[config.mk]
export PLATFORM = sky130hd
export DESIGN_NAME = sobel_mag_sqrt
export DESIGN_NICKNAME = d
export VERILOG_FILES = /design/src/rtl/sobel_mag_sqrt.sv
export SDC_FILE = /design/constraint.sdc
export NUM_CORES = 1
export LEC_CHECK = 0
export BUFFER_PORTS_ARGS = -buffer_cell sky130_fd_sc_hd__buf_2
export CAP_MARGIN = 20
export CORE_ASPECT_RATIO = 1.75
export CORE_UTILIZATION = 40
export CTS_CLUSTER_SIZE = 20
export DETAILED_ROUTE_END_ITERATION = 6
export PLACE_DENSITY = 0.57
export SYNTH_ARGS = -nofsm -noshare
export SYNTH_HDL_FRONTEND = slang
export SYNTH_SLANG_ARGS = --single-unit
[constraint.sdc]
create_clock -name ap_clk -period 4.82 [get_ports ap_clk]
set_input_delay 0.241 -clock ap_clk [delete_from_list [all_inputs] [get_ports ap_clk]]
set_output_delay 0.241 -clock ap_clk [all_outputs]
set_load 0.03 [all_outputs]
[src/rtl/sobel_mag_sqrt.sv]
// ============================================================================
// sobel_mag_sqrt : Sobel gradient magnitude, floor(sqrt(gx2+gy2)) clamped to a
//                  pixel; optional binary edge map under SOBEL_MAG_THRESH_EN.
// Revision       : 1.0  initial release
// ============================================================================
`default_nettype none

module sobel_mag_sqrt #(
  parameter int IN_W   = 20,
  parameter int ROOT_W = 11,
  parameter int OUT_W  = 8
) (
  input  logic             ap_clk,
  input  logic             ap_rst,
  input  logic             in_valid,
  output logic             in_ready,
  input  logic [IN_W-1:0]  gx2,
  input  logic [IN_W-1:0]  gy2,
  output logic             out_valid,
  input  logic             out_ready,
`ifdef SOBEL_MAG_THRESH_EN
  input  logic [OUT_W-1:0] thresh,
`endif
  output logic [OUT_W-1:0] out_data
);

  localparam int SUM_W = 2 * ROOT_W;
  localparam int REM_W = ROOT_W + 1;
  localparam int CNT_W = $clog2(ROOT_W);
  localparam logic [ROOT_W-1:0] C_PIX_MAX = ROOT_W'((1 << OUT_W) - 1);

  typedef enum logic [1:0] {
    S_IDLE = 2'd0,
    S_CALC = 2'd1,
    S_DONE = 2'd2
  } state_t;

  state_t             state_q, state_d;
  logic [SUM_W-1:0]   sum_q, sum_d;
  logic [REM_W-1:0]   rem_q, rem_d;
  logic [ROOT_W-1:0]  root_q, root_d;
  logic [CNT_W-1:0]   count_q, count_d;
  logic [OUT_W-1:0]   out_data_q, out_data_d;
`ifdef SOBEL_MAG_THRESH_EN
  logic [OUT_W-1:0]   thresh_q, thresh_d;
`endif

  logic [REM_W+1:0]   rem_shift;
  logic [REM_W+1:0]   trial;
  logic               trial_ok;
  logic [ROOT_W-1:0]  root_next;
  logic [OUT_W-1:0]   root_clamped;
  logic [OUT_W-1:0]   result;
  logic               accept;

  // rem never exceeds 2*root, so REM_W bits hold it between steps without loss
  assign rem_shift    = {rem_q, sum_q[SUM_W-1 -: 2]};
  assign trial        = {1'b0, root_q, 2'b01};
  assign trial_ok     = (rem_shift >= trial);
  assign root_next    = {root_q[ROOT_W-2:0], trial_ok};
  assign root_clamped = (root_next > C_PIX_MAX) ? {OUT_W{1'b1}} : root_next[OUT_W-1:0];

`ifdef SOBEL_MAG_THRESH_EN
  assign result = (root_clamped >= thresh_q) ? {OUT_W{1'b1}} : {OUT_W{1'b0}};
`else
  assign result = root_clamped;
`endif

  assign in_ready  = (state_q == S_IDLE) | ((state_q == S_DONE) & out_ready);
  assign accept    = in_valid & in_ready;
  assign out_valid = (state_q == S_DONE);
  assign out_data  = out_data_q;

  always_comb begin
    state_d    = state_q;
    sum_d      = sum_q;
    rem_d      = rem_q;
    root_d     = root_q;
    count_d    = count_q;
    out_data_d = out_data_q;
`ifdef SOBEL_MAG_THRESH_EN
    thresh_d   = thresh_q;
`endif
    case (state_q)
      S_CALC: begin
        sum_d   = {sum_q[SUM_W-3:0], 2'b00};
        rem_d   = trial_ok ? REM_W'(rem_shift - trial) : REM_W'(rem_shift);
        root_d  = root_next;
        count_d = count_q - CNT_W'(1);
        if (count_q == '0) begin
          state_d    = S_DONE;
          out_data_d = result;
        end
      end
      S_DONE: begin
        if (out_ready && !in_valid) state_d = S_IDLE;
      end
      default: state_d = S_IDLE;
    endcase
    // Shared load path: IDLE accept, or DONE retiring and accepting in one cycle
    if (accept) begin
      state_d = S_CALC;
      sum_d   = {{(SUM_W-IN_W){1'b0}}, gx2} + {{(SUM_W-IN_W){1'b0}}, gy2};
      rem_d   = '0;
      root_d  = '0;
      count_d = CNT_W'(ROOT_W - 1);
`ifdef SOBEL_MAG_THRESH_EN
      thresh_d = thresh;
`endif
    end
  end

  always_ff @(posedge ap_clk) begin
    if (ap_rst) begin
      state_q    <= S_IDLE;
      sum_q      <= '0;
      rem_q      <= '0;
      root_q     <= '0;
      count_q    <= '0;
      out_data_q <= '0;
`ifdef SOBEL_MAG_THRESH_EN
      thresh_q   <= '0;
`endif
    end else begin
      state_q    <= state_d;
      sum_q      <= sum_d;
      rem_q      <= rem_d;
      root_q     <= root_d;
      count_q    <= count_d;
      out_data_q <= out_data_d;
`ifdef SOBEL_MAG_THRESH_EN
      thresh_q   <= thresh_d;
`endif
    end
  end

endmodule

`default_nettype wire
==> summary.md <==
| Metric | Value |
|---|---|
| Status | complete, no violations |
| Worst hold path stage count | 4 |
| Layout cell share with drive strength beyond 1 | 0.1764 |
| Net Sw Frac | 0.3454 |
| # rows | 48 |
| Pre-Repair DR Iteration Count | 4 |
| Gr usage total | 0.2048 |
| Crit path launch type | flip-flop |
| Chip height | between 100 and 150 um |
| Delay-heaviest family, CP | simple AND/OR/NAND/NOR gates |
| Critical setup path kind | flip-flop to flip-flop |
| Finished Layout Cells | 692 |
| Total CTS buffers | 9 |
| Post-CTS setup buffer count | 0 |
| LEAKAGE | 1.914 nW |
| Fin crit share | 0.5178 |
| Core area | roughly 9800 um2 |
| Ys flop type | dfxtp_1 |
| Area Growth Syn to Fin | 15.28% |
| VDD IR max | around 240 uV |
| CTS tree | done |
| Hold slack | roughly 0.27 ns |
| DP HPWL | slightly below 8000 um |
| Total power | 1.773 mW |
| R2R Setup Slk | approximately 2.3 ns |
| Place WS | between 2 and 2.5 ns |
| Post-synth ARST share | 0 |
| Initial Util | 0.4090 |
| Antenna cells | 0 |
| Crit path depth | 6 |
| CTS max path bufs | 2 |
| DRT Wirelength | 10,110 um |
| Largest net degree at the start of global routing | 39 |
| DIE AREA | 10,490 um2 |
| R2R depth | 6 |
| Detail Route Antenna Nets | 0 |
| Critical Path RT | about 5.1 ns |
| DRC violations left | 0 |
| Internal Power | about 1.2 mW |
| First-pass GRT wire length | 17,060 um |
| Relative slew slack | 0.2925 |
| Number of synthesized flops with an enable pin | 0 |
| Fmax | 400.7 MHz |
| Worst path arrival time | 2.77 ns |
| Minimum clock period | 2.496 ns |
| Initial antenna violation count | 0 |
| Die width | 77.87 um |
| Max Transition Viols Final | 0 |
| Cell variety after synth | 68 |
| Crit-path max cell delay | 0.63 ns |
| Drt initial violations | ~230 |
| Via/cell ratio | 5.523 |
| Placed cells | 676 |
| Routed via count | 3,822 |
| RSZ-0062 raised after global routing | no |
| Pwr/cell area | roughly 380 nW/um2 |
| Reg power frac | 0.316 |
| Worst path cell trace | inv_2 -> o21a_1 -> nand2_1 -> nand2b_1 -> or4_1 -> nand3_1 |
| Clock root cell | clkbuf_16 |
| Clk sinks | 59 |
| Clock transition at path regs | 0.06 ns |
| Wirelength per Cell | 14.61 um |
| Hold_buf cts | 0 |
| Nets | 641 |
| Placer Congestion | around 0.85 |
| Synth warnings | 0 |
| Final hold violations | 0 |
| Clock power share | 0.363 |
| Global route total overflow | 0 |
| PnR worst setup slack | 2.324 ns |
| Setup crit end kind | flip-flop |
| Input/output buffers | 53 |
| Vias in the first global route | about 3.8k |
| Htree depth | 3 |
| Final setup viols | 0 |
| Yosys reg bits | 59 |
| Post-Syn Instances | 518 |
| Post-synthesis sequential area ratio | 0.2932 |
| Worst-path fanout max | 23 |
| Worst-Margin Slew | approximately 1.1 ns |
| Setup TNS | 0 ns |
| Worst Skew | 0.007145 ns |
| Syn_area_per_cell | 7.778 um2 |
| Slowest cell on crit path | or4_1 |
| Post-CTS Resized | 0 |
| Syn_nets | 597 |
| Buf+Inv Stages, Crit Path | 1 |
| Synth Cell Area | 4029 um2 |
| Net switching power | 612.4 uW |
| Worst min path class | input pin to flip-flop |
| Combinational fraction of design power | 0.321 |
| # IOs | 54 |
| Skew-Pair Late Insertion Delay | 0.33 ns |
| Max_cap viols | 0 |
-- flip-flops by register name (all words and copies together), names as in the netlist --
register  flops
sum_q        22
rem_q        12
root_q       11
out_data      8
count_q       4
state_q       2
-- power by group through the flow --
| stage | logic [mW] | registers (mW) | clock network (mW) |
|---|---|---|---|
| after CTS | 0.572 | 0.560 | 0.652 |
| after floorplan | 0.450 | 0.574 | 0 |
| after global routing | 0.639 | 0.565 | 0.673 |
| after global placement | 0.562 | 0.570 | 0 |
| after detailed placement | 0.568 | 0.570 | 0 |
| final | 0.569 | 0.560 | 0.643 |
-- Yosys cell counts (3+ instances only) --
cell type	n	share of area
a2111oi_0	6	0.013
a211oi_1	3	0.0056
a21o_1	6	0.011
a21oi_1	56	0.070
a21oi_2	6	0.013
a311oi_1	4	0.0087
a31oi_1	8	0.012
and3_1	3	0.0047
buf_4	3	0.0056
clkbuf_1	13	0.012
dfxtp_1	59	0.29
ha_1	34	0.11
inv_1	21	0.020
mux2i_1	5	0.012
nand2_1	68	0.063
nand2b_1	9	0.014
nand3_1	13	0.016
nand4_1	6	0.0093
nor2_1	60	0.056
nor2b_1	4	0.0062
nor3_1	14	0.017
o211ai_1	5	0.0093
o21a_1	5	0.0093
o21ai_0	24	0.030
o21bai_1	3	0.0056
o31ai_1	3	0.0056
xnor2_1	12	0.026
xor2_1	11	0.024
-- worst min-delay path: cells and delay by family --
family	cells	cell delay (ns)
AND/OR/NAND/NOR	2	0.14
buffers and inverters	1	0.11
AO/OA/AOI/OAI	1	0.07
-- final timing paths --
check	start	to
worst min register to register	root_q[10]$_SDFFE_PP0P_	root_q[10]$_SDFFE_PP0P_
worst max register to register	state_q[1]$_SDFFE_PP0P_	rem_q[1]$_SDFFE_PP0P_
worst min-delay path	out_ready	state_q[1]$_SDFFE_PP0P_
worst max-delay path	state_q[1]$_SDFFE_PP0P_	rem_q[1]$_SDFFE_PP0P_
-- stage by stage --
stage          area [um2]    util
3_3_place_gp         4343  0.4409
2_1_floorplan        4029       -
6_report             4644  0.4715
4_1_cts              4644  0.4715
3_5_place_dp         4343  0.4409
5_1_grt              4644  0.4715
-- area by class of cell --
| class | instances | area [um2] |
|---|---|---|
| Multi-Input combinational cell | 413 | 2631 |
| Clock inverter | 7 | 76.32 |
| Inverter | 23 | 86.33 |
| Timing Repair Buffer | 56 | 287.8 |
| Fill cell | 1047 | 5205 |
| Tap cell | 125 | 156.4 |
| Sequential cell | 59 | 1181 |
| Clock buffer | 9 | 225.2 |
-- cells by family after synthesis --
| family | count (synthesis) | share of synthesized area |
|---|---|---|
| AND/OR/NAND/NOR | 195 | 0.2211 |
| AO/OA/AOI/OAI | 155 | 0.2584 |
| flip-flops | 59 | 0.2932 |
| buffers and inverters | 46 | 0.05435 |
| adder cells (fa/ha/maj) | 35 | 0.1106 |
| XOR/XNOR | 23 | 0.05000 |
| multiplexers | 5 | 0.01242 |
-- placed cells by master, fill, tap and decap left out, types with 8 or more instances in the layout --
cell type / count
nand2_1: 68
dfxtp_1: 59
o21ai_0: 24
a31oi_1: 8
nor3_1: 14
inv_1: 21
buf_2: 53
nand3_1: 13
xor2_1: 11
clkbuf_16: 9
nand2b_1: 9
nor2_1: 59
ha_1: 34
xnor2_1: 12
a21oi_1: 56
-- layer usage --
layer | up-vias | track usage | share of wire
met1 | 1783 | 0.2053 | 0.39
met2 | 70 | 0.3835 | 0.53
li1 | 1939 | - | -
met5 | - | 0 | 0
met3 | 30 | 0.03581 | 0.028
met4 | 0 | 0.1279 | 0.044
Note: power is estimated with default switching activity, not from simulation.
